`src/rtl/rpi_readout_pkg.sv`:
```
// Shared types and constants for the RPi readout bridge.
package qn_readout_pkg;

  localparam int WORD_W = 16;
  localparam int CNT_W  = 16;

  localparam logic [WORD_W-1:0] TRAILER_WORD = 16'hFFFF;

  typedef enum logic [1:0] {
    S_IDLE,
    S_POP,
    S_WAIT,
    S_HOLD
  } state_e;

endpackage

```
`src/rtl/rpi_readout_if.sv`:
```
// FIFO read-port bundle between the event FIFO (slave) and the readout bridge (master).
interface rpi_readout_if;
  import qn_readout_pkg::*;

  logic [WORD_W-1:0] fifo_dout;
  logic              fifo_valid;
  logic              fifo_empty;
  logic              fifo_rd_en;

  modport master (
    input  fifo_dout,
    input  fifo_valid,
    input  fifo_empty,
    output fifo_rd_en
  );

  modport slave (
    output fifo_dout,
    output fifo_valid,
    output fifo_empty,
    input  fifo_rd_en
  );

endinterface

```
`src/rtl/rpi_readout_edge_sync.sv`:
```
// Synchronizer + debounce filter for one asynchronous strobe, with registered
// single-cycle rise/fall pulses on changes of the filtered level.
module edge_sync #(
  parameter int SYNC_STAGES = 2,
  parameter int DEBOUNCE    = 2
) (
  input  logic clk50,
  input  logic rst_n,
  input  logic async_i,
  output logic level_o,
  output logic rise_o,
  output logic fall_o
);

  localparam int CW = (DEBOUNCE > 1) ? $clog2(DEBOUNCE) : 1;

  logic [SYNC_STAGES-1:0] sync_q;
  logic [CW-1:0]          cnt_q;
  logic                   level_q;
  logic                   rise_q;
  logic                   fall_q;
  logic                   sync_lvl;

  assign sync_lvl = sync_q[SYNC_STAGES-1];

  // cnt_q counts consecutive synchronized samples that disagree with the
  // filtered level; the level flips on the DEBOUNCE-th such sample.
  always_ff @(posedge clk50 or negedge rst_n) begin
    if (!rst_n) begin
      sync_q  <= '0;
      cnt_q   <= '0;
      level_q <= 1'b0;
      rise_q  <= 1'b0;
      fall_q  <= 1'b0;
    end else begin
      // NOTE: non-blocking assignments make every flop here sample pre-edge
      // values, which is what turns this shift into a real synchronizer chain.
      sync_q <= {sync_q[SYNC_STAGES-2:0], async_i};
      rise_q <= 1'b0;
      fall_q <= 1'b0;
      if (sync_lvl == level_q) begin
        cnt_q <= '0;
      end else if (cnt_q == CW'(DEBOUNCE - 1)) begin
        cnt_q   <= '0;
        level_q <= sync_lvl;
        rise_q  <= sync_lvl;
        fall_q  <= ~sync_lvl;
      end else begin
        cnt_q <= cnt_q + 1'b1;
      end
    end
  end

  assign level_o = level_q;
  assign rise_o  = rise_q;
  assign fall_o  = fall_q;

endmodule

```
`src/rtl/rpi_readout.sv`:
```
// Readout bridge: pops one FIFO word per accepted rd_clk rise and presents it
// to the RPi on otube with a level rd_valid, plus debug counters and error flags.
module rpi_readout
  import qn_readout_pkg::*;
#(
  parameter int                SYNC_STAGES   = 2,
  parameter int                DEBOUNCE      = 2,
  parameter int                VALID_TIMEOUT = 4,
  parameter logic [WORD_W-1:0] TRAILER_WORD  = qn_readout_pkg::TRAILER_WORD
) (
  input  logic              clk50,
  input  logic              rst_n,
  input  logic              rd_clk,
  input  logic              rd_en,
  rpi_readout_if.master     fifo,
  output logic [WORD_W-1:0] otube,
  output logic              rd_valid,
  output logic              rd_empty,
  output logic [CNT_W-1:0]  words_sent,
  output logic [CNT_W-1:0]  events_sent,
  output logic              err_protocol,
  output logic              err_timeout
);

  localparam int TMO_W = $clog2(VALID_TIMEOUT + 1);

  logic clk_level, clk_rise, clk_fall;
  logic en_level, en_rise, en_fall;

  edge_sync #(.SYNC_STAGES(SYNC_STAGES), .DEBOUNCE(DEBOUNCE)) u_clk_sync (
    .clk50   (clk50),
    .rst_n   (rst_n),
    .async_i (rd_clk),
    .level_o (clk_level),
    .rise_o  (clk_rise),
    .fall_o  (clk_fall)
  );

  edge_sync #(.SYNC_STAGES(SYNC_STAGES), .DEBOUNCE(DEBOUNCE)) u_en_sync (
    .clk50   (clk50),
    .rst_n   (rst_n),
    .async_i (rd_en),
    .level_o (en_level),
    .rise_o  (en_rise),
    .fall_o  (en_fall)
  );

  // Only the strobe edges and the enable level drive the FSM.
  logic unused_edges;
  assign unused_edges = clk_level ^ en_rise ^ en_fall;

  state_e            state_q;
  logic              fifo_rd_en_q;
  logic [WORD_W-1:0] otube_q;
  logic              rd_valid_q;
  logic              rd_empty_q;
  logic [CNT_W-1:0]  words_q;
  logic [CNT_W-1:0]  events_q;
  logic              err_protocol_q;
  logic              err_timeout_q;
  logic [TMO_W-1:0]  tmo_q;

  always_ff @(posedge clk50 or negedge rst_n) begin
    if (!rst_n) begin
      state_q        <= S_IDLE;
      fifo_rd_en_q   <= 1'b0;
      otube_q        <= '0;
      rd_valid_q     <= 1'b0;
      rd_empty_q     <= 1'b1;
      words_q        <= '0;
      events_q       <= '0;
      err_protocol_q <= 1'b0;
      err_timeout_q  <= 1'b0;
      tmo_q          <= '0;
    end else begin
      fifo_rd_en_q <= 1'b0;
      rd_empty_q   <= fifo.fifo_empty;
      unique case (state_q)
        S_IDLE: begin
          if (clk_rise && en_level && !fifo.fifo_empty) begin
            fifo_rd_en_q <= 1'b1;
            state_q      <= S_POP;
          end
        end
        S_POP: begin
          tmo_q   <= '0;
          state_q <= S_WAIT;
        end
        S_WAIT: begin
          if (fifo.fifo_valid) begin
            otube_q    <= fifo.fifo_dout;
            rd_valid_q <= 1'b1;
            words_q    <= words_q + 1'b1;
            if (fifo.fifo_dout == TRAILER_WORD) events_q <= events_q + 1'b1;
            state_q    <= S_HOLD;
          end else if (tmo_q == TMO_W'(VALID_TIMEOUT - 1)) begin
            err_timeout_q <= 1'b1;
            state_q       <= S_IDLE;
          end else begin
            tmo_q <= tmo_q + 1'b1;
          end
        end
        S_HOLD: begin
          // The word stays valid until the RPi drops rd_clk; rd_en is irrelevant here.
          if (clk_fall) begin
            rd_valid_q <= 1'b0;
            state_q    <= S_IDLE;
          end else if (clk_rise) begin
            err_protocol_q <= 1'b1;
          end
        end
        default: state_q <= S_IDLE;
      endcase
    end
  end

  assign fifo.fifo_rd_en = fifo_rd_en_q;
  assign otube           = otube_q;
  assign rd_valid        = rd_valid_q;
  assign rd_empty        = rd_empty_q;
  assign words_sent      = words_q;
  assign events_sent     = events_q;
  assign err_protocol    = err_protocol_q;
  assign err_timeout     = err_timeout_q;

endmodule

```
`src/flat_wrapper.sv`:
```
// flat-port wrapper written by rule: the top's interface ports become plain ports
module rpi_readout_flat import qn_readout_pkg::*;
#(
  parameter int                SYNC_STAGES   = 2,
  parameter int                DEBOUNCE      = 2,
  parameter int                VALID_TIMEOUT = 4,
  parameter logic [WORD_W-1:0] TRAILER_WORD  = qn_readout_pkg::TRAILER_WORD
)
  (clk50, rst_n, rd_clk, rd_en, otube, rd_valid, rd_empty, words_sent, events_sent, err_protocol, err_timeout, fifo_fifo_dout, fifo_fifo_valid, fifo_fifo_empty, fifo_fifo_rd_en);
  rpi_readout_if fifo_i ();
  input  logic clk50;
  input  logic rst_n;
  input  logic rd_clk;
  input  logic rd_en;
  output logic [WORD_W-1:0] otube;
  output logic rd_valid;
  output logic rd_empty;
  output logic [CNT_W-1:0] words_sent;
  output logic [CNT_W-1:0] events_sent;
  output logic err_protocol;
  output logic err_timeout;
  input wire logic [$bits(fifo_i.fifo_dout)-1:0] fifo_fifo_dout;
  input wire logic [$bits(fifo_i.fifo_valid)-1:0] fifo_fifo_valid;
  input wire logic [$bits(fifo_i.fifo_empty)-1:0] fifo_fifo_empty;
  output wire logic [$bits(fifo_i.fifo_rd_en)-1:0] fifo_fifo_rd_en;
  assign fifo_i.fifo_dout = fifo_fifo_dout;
  assign fifo_i.fifo_valid = fifo_fifo_valid;
  assign fifo_i.fifo_empty = fifo_fifo_empty;
  assign fifo_fifo_rd_en = fifo_i.fifo_rd_en;
  rpi_readout #(.SYNC_STAGES(SYNC_STAGES), .DEBOUNCE(DEBOUNCE), .VALID_TIMEOUT(VALID_TIMEOUT), .TRAILER_WORD(TRAILER_WORD)) u_core (.clk50(clk50), .rst_n(rst_n), .rd_clk(rd_clk), .rd_en(rd_en), .fifo(fifo_i), .otube(otube), .rd_valid(rd_valid), .rd_empty(rd_empty), .words_sent(words_sent), .events_sent(events_sent), .err_protocol(err_protocol), .err_timeout(err_timeout));
endmodule
```
`config.mk`:
```
export PLATFORM = sky130hd
export DESIGN_NAME = rpi_readout_flat
export DESIGN_NICKNAME = d
export VERILOG_FILES = /design/src/rtl/rpi_readout_pkg.sv /design/src/rtl/rpi_readout_if.sv /design/src/rtl/rpi_readout_edge_sync.sv /design/src/rtl/rpi_readout.sv /design/src/flat_wrapper.sv
export SDC_FILE = /design/constraint.sdc
export NUM_CORES = 1
export LEC_CHECK = 0
export BUFFER_PORTS_ARGS = -buffer_cell sky130_fd_sc_hd__buf_2
export CORE_AREA = 3 3 96 98
export DETAILED_ROUTE_END_ITERATION = 7
export DIE_AREA = 0 0 99 101
export SLEW_MARGIN = 5
export SYNTH_ARGS = -nofsm -noshare
export SYNTH_HDL_FRONTEND = slang
export SYNTH_HIERARCHICAL = 1
export SYNTH_SLANG_ARGS = --single-unit
```
`constraint.sdc`:
```
create_clock -name clk50 -period 4.5 [get_ports clk50]
set_input_delay 0.675 -clock clk50 [delete_from_list [all_inputs] [get_ports clk50]]
set_output_delay 0.675 -clock clk50 [all_outputs]
set_load 0.02 [all_outputs]
```
==> results of run 1 <==
metal layers:
layer / share of wire [%] / track usage (%) / vias to the layer above
met5: 0 / 0 / -
met4: 1.4 / 6.62 / 0
met3: 6.3 / 4.43 / 7
met2: 44 / 20.2 / 52
met1: 48 / 17.1 / 993
li1: - / - / 1054
per-stage QoR:
| stage | instance area, µm² | cells | worst slack (ns) | power [mW] |
|---|---|---|---|---|
| 2_1_floorplan | 2900 | 268 | 2.57 | 1.17 |
| 3_3_place_gp | 3360 | 443 | 1.77 | 1.34 |
| 3_5_place_dp | 3360 | 443 | 1.70 | 1.35 |
| 4_1_cts | 3550 | 457 | 1.88 | 1.86 |
| 5_1_grt | 3550 | 457 | 1.70 | 1.95 |
| 6_report | 3550 | 457 | 1.87 | 1.83 |
state kept, by name (all words and copies together), names as in the netlist:
| name | count |
|---|---|
| u_core/u_clk_sync/fall_o | 1 |
| u_core/fifo.fifo_rd_en | 1 |
| u_core/u_clk_sync/rise_o | 1 |
| u_core/words_sent | 16 |
| u_core/u_clk_sync/sync_q | 2 |
| u_core/u_en_sync/cnt_q | 1 |
| u_core/rd_empty | 1 |
| u_core/u_en_sync/sync_q | 2 |
| u_core/events_sent | 16 |
| u_core/err_timeout | 1 |
| u_core/state_q | 2 |
| u_core/rd_valid | 1 |
| u_core/u_en_sync/level_o | 1 |
| u_core/err_protocol | 1 |
| u_core/otube | 16 |
| u_core/tmo_q | 3 |
| u_core/u_clk_sync/cnt_q | 1 |
| u_core/u_clk_sync/level_o | 1 |
cell type report:
class                   count  area [µm²]
fillers                   855        5000
inverters                   9        33.8
clock inverters             2        35.0
flip-flops and latches     68        1700
repair buffers             75         378
well taps                 108         135
clock buffers              12         155
multi-input cells         183        1110
report_power, final:
part | switching [mW] | total, mW | internal, mW
Combinational | 0.293 | 0.472 | 0.179
Clock | 0.221 | 0.500 | 0.280
Sequential | 0.113 | 0.859 | 0.746
worst max-delay path: stages, from the launching register on:
cell	delay, ns
dfrtp_1	0.52
nand3b_2	0.57
nor3_2	0.90
nand2_1	0.20
mux2_2	0.31
how the worst max path moves through the flow:
stage / endpoint
after floorplan: u_core/words_sent[15]$_DFFE_PN0P_
after global placement: u_core/events_sent[1]$_DFFE_PN0P_
after detailed placement: u_core/events_sent[1]$_DFFE_PN0P_
after CTS: u_core/events_sent[1]$_DFFE_PN0P_
after global routing: u_core/events_sent[1]$_DFFE_PN0P_
final: u_core/events_sent[1]$_DFFE_PN0P_
==> key figures, run 1 <==
STA
  – Pins over their slew limit: 0
  – RSZ-0062 raised after global routing: false
  – Slew margin rel.: 18.4%
  – Tmin final: around 2.6 ns
  – Hold_ws: ~0.35 ns
  – Hold Violations, Final: 0
  – Worst Tran Pin Value: ~1.2 ns
  – Final Skew: 0.00756 ns
  – Max Freq: 380 MHz
  – Setup-failing EPs final: 0
  – Final critical-path share of the clock period: roughly 60%
  – Fin Setup TNS: 0 ns

Clock tree
  – Root Buffer: clkbuf_8
  – CTS Buf Count: 9
  – Worst-path clk slew: 0.07 ns
  – Clock Sinks: between 60 and 70
  – Gates resized, CTS repair: 0
  – Setup repair bufs after CTS: 0
  – Worst-skew pair later-pin latency: 0.34 ns
  – # hold bufs at CTS: 0
  – Clock tree buffer depth: 2
  – CTS tree: yes
  – H-tree depth: 3

Final layout
  – Commonest non-fill, non-tap cell in the layout: buf_2
  – Share of cells above drive strength 1: 28.7%
  – Layout Utilization: 41.6%
  – Final nets: 372
  – Syn-to-layout area delta: 22.6%
  – Most frequent cells in the layout: 74 x buf_2, 68 x nand2_1, 67 x dfrtp_1
  – ANT cells: 0

Placement
  – IO buf count: 74
  – HPWL Detailed: between 4000 and 5000 µm
  – GPL Wtd Cong: 0.715

Die
  – Die Span X: 99 µm
  – Initial Utilization: 33.9%
  – Core ar.: 0.00855 mm²
  – Num ports: 75
  – Die area: 0.0100 mm²
  – Die Height: just over 100 µm
  – Std-Cell Rows: 34

Setup path
  – CP Launch Type: flop
  – FF-to-FF path depth: 4
  – Reg2Reg Capture Point: u_core/events_sent[1]$_DFFE_PN0P_
  – R2r startpoint: u_core/state_q[0]$_DFFE_PN0P_
  – Critical path type: reg2reg
  – R2R setup slack: approximately 1.9 ns
  – Capturing element type of the critical path: flop
  – Launch point of the worst path: u_core/state_q[0]$_DFFE_PN0P_
  – Critical path arrival: 2.86 ns
  – Worst-path fanout max: 19
  – Required time worst endpoint: ~4.7 ns

Global route
  – First-pass GRT wire length: 10400 µm
  – Vias in the first global route: 2091
  – GRT overflow: 0
  – Largest net degree at the start of global routing: 36
  – Gr usage total: a little over an eighth
  – Initial antenna violation count: 0

Drt
  – Drc violations: 0
  – Wire per inst: 13.8 µm
  – Via count: 2106
  – Initial drt markers: 76
  – DRT antenna net count: 0
  – DR vias/cell: 4.61
  – Drt total wl: around 6300 µm
  – DRT Pass-1 Iters: 4

Power
  – Power Density: 515 mW/mm²
  – Leakage Power: 1.83 nW
  – Worst VDD drop: between 0.2 and 0.3 mV

Synthesis
  – Synth Instances: approximately 270
  – Synth warn: 6
  – Syn Area/Cell: 10.8 µm²
  – Syn_nets: ~290
  – Post-Syn Area: between 0.002 and 0.003 mm²

Run
  – Max cap viols: 0

Worst hold path
  – Worst min path class: reg2reg
  – Worst hold start: u_core/u_clk_sync/sync_q[0]$_DFF_PN0_
  – Hold depth: 0
  – Hold Path End: u_core/u_clk_sync/sync_q[1]$_DFF_PN0_

Run status
  – Run status: finished clean
Note: power is estimated with default switching activity, not from simulation.
==> run 2: changes to the inputs <==
- ABC_AREA: default -> 1
- CORE_AREA: 3 3 96 98 -> 3 3 101 103
- DIE_AREA: 0 0 99 101 -> 0 0 104 106
- clock period: 4.5 -> 2.4 ns (I/O delays scaled with it)
==> run 2 against run 1 <==
  * Hold slack worse by 0.32 ns
  * Count of clock-buffer cells in the layout is 2 higher
  * Die area is 10% higher
  * Clock skew is 0.0013 ns higher
  * Wire length is 11% higher
  * Core utilization is 0.48 points higher
  * Combinational power is 120% higher
  * Total power is 96% higher
  * Critical endpoint is now u_core/words_sent[11]$_DFFE_PN0P_
  * Critical path depth is 3 higher
==> key figures, run 2 <==
Final layout
  – Fin cells: 612
  – Layout fillers: 962
  – Final nets: 504
  – ANT cells: 0
  – Share of cells above drive strength 1: 20.7%
  – Commonest non-fill, non-tap cell in the layout: nand2_1
  – Most frequent cells in the layout: 166 x nand2_1, 74 x buf_2, 67 x dfrtp_1
  – Syn-to-layout area delta: 22.5%

Global route
  – GRT overflow: 0
  – Gr usage total: 13.4%
  – Vias in the first global route: 2625
  – Initial antenna violation count: 0
  – Largest net degree at the start of global routing: 69
  – First-pass GRT wire length: 12100 µm

Die
  – Die area: 0.0110 mm²
  – Die Height: 106 µm
  – Std-Cell Rows: 35
  – Initial Utilization: between 30 and 40%
  – Core ar.: approximately 0.0093 mm²
  – Die Span X: approximately 100 µm
  – Num ports: 75

Synthesis
  – Syn Area/Cell: 8.03 µm²
  – Syn_nets: 423
  – Post-Syn Area: around 0.0032 mm²
  – Synth warn: 6
  – Synth Instances: 397

Drt
  – Wire per inst: 11.4 µm
  – Via count: 2675
  – Initial drt markers: 84
  – Drc violations: 0
  – DRT antenna net count: 0
  – DR vias/cell: 4.37
  – DRT Pass-1 Iters: 4
  – Drt total wl: 6990 µm

Clock tree
  – Root Buffer: clkbuf_8
  – CTS tree: yes
  – Clock Sinks: 68
  – H-tree depth: 3
  – Worst-skew pair later-pin latency: approximately 0.33 ns
  – Clock tree buffer depth: 2
  – CTS Buf Count: 9
  – Gates resized, CTS repair: 0
  – # hold bufs at CTS: 0
  – Worst-path clk slew: 0.07 ns
  – Setup repair bufs after CTS: 0

Setup path
  – R2r startpoint: u_core/state_q[0]$_DFFE_PN0P_
  – Critical path arrival: between 1.5 and 2 ns
  – Reg2Reg Capture Point: u_core/words_sent[11]$_DFFE_PN0P_
  – FF-to-FF path depth: 7
  – Capturing element type of the critical path: flop
  – Required time worst endpoint: around 2.6 ns
  – CP Launch Type: flop
  – Worst-path fanout max: 25
  – Critical path type: reg2reg
  – R2R setup slack: around 0.75 ns

Placement
  – Placed cell count: 596
  – GPL Wtd Cong: 0.784
  – IO buf count: 74
  – HPWL Detailed: 5090 µm

STA
  – Slew margin rel.: about 70%
  – Final critical-path share of the clock period: between 60% and 70%
  – Worst Tran Pin Value: roughly 0.46 ns
  – Fin Setup TNS: 0 ns
  – Final Skew: 0.00888 ns
  – Setup-failing EPs final: 0
  – Hold Violations, Final: 0
  – RSZ-0062 raised after global routing: false
  – Max Freq: 605 MHz
  – Pins over their slew limit: 0
  – Tmin final: 1.65 ns

Run
  – Max cap viols: 0

Power
  – Leakage Power: around 2.1 nW
  – Power Density: 918 mW/mm²
  – Worst VDD drop: 0.638 mV

Worst hold path
  – Worst min path class: in2async

Run status
  – Run status: finished clean
==> run 2: metal layers <==
| metal | vias up | global-route usage (%) | routed length, µm |
|---|---|---|---|
| met2 | 57 | 21.6 | 3190 |
| met1 | 1220 | 16.9 | 3280 |
| met5 | - | 0 | 0 |
| li1 | 1387 | - | - |
| met3 | 11 | 3.64 | 404 |
| met4 | 0 | 5.70 | 119 |
==> run 2: area by class of cell <==
cell class | count | area (µm²) | share of cell area (%)
inverters | 48 | 183 | 4.68
flip-flops and latches | 68 | 1700 | 43.6
multi-input cells | 275 | 1260 | 32.3
clock buffers | 14 | 163 | 4.17
well taps | 129 | 161 | 4.14
repair buffers | 76 | 398 | 10.2
clock inverters | 2 | 35.0 | 0.898
==> run 2: stage by stage <==
step,area (µm²),hold WS (ns),power (mW),utilization (%),setup WS [ns]
final,3900,0.0311,3.58,42.0,0.747
after global placement,3700,0.333,2.65,39.9,0.761
after global routing,3900,0.0646,3.85,42.0,0.553
after CTS,3900,0.0467,3.65,42.0,0.720
after floorplan,3190,0.0644,2.29,-,0.870
after detailed placement,3700,0.335,2.68,39.9,0.710
==> run 2: worst max path at each step <==
stage                                      start                                  to
2_1_floorplan  u_core/events_sent[0]$_DFFE_PN0P_  u_core/events_sent[12]$_DFFE_PN0P_
3_3_place_gp                     fifo_fifo_valid   u_core/events_sent[6]$_DFFE_PN0P_
3_5_place_dp                     fifo_fifo_valid   u_core/events_sent[7]$_DFFE_PN0P_
4_1_cts            u_core/state_q[0]$_DFFE_PN0P_   u_core/events_sent[7]$_DFFE_PN0P_
5_1_grt            u_core/state_q[0]$_DFFE_PN0P_   u_core/events_sent[6]$_DFFE_PN0P_
6_report           u_core/state_q[0]$_DFFE_PN0P_   u_core/words_sent[11]$_DFFE_PN0P_
==> run 2: critical path, cell delays in order (launching register included) <==
cell	delay (ns)
dfrtp_1	0.42
inv_2	0.12
nand3_4	0.08
buf_4	0.24
nor2_2	0.21
nand3_1	0.20
o21ai_0	0.19
nand2_1	0.07
==> run 2: power by group <==
group / internal (mW) / leakage (nW) / switching, mW / total, mW
sequential: 1.42 / 0.866 / 0.199 / 1.61
combinational: 0.348 / 1.11 / 0.678 / 1.03
clock: 0.537 / 0.101 / 0.404 / 0.941
total: 2.30 / 2.08 / 1.28 / 3.58
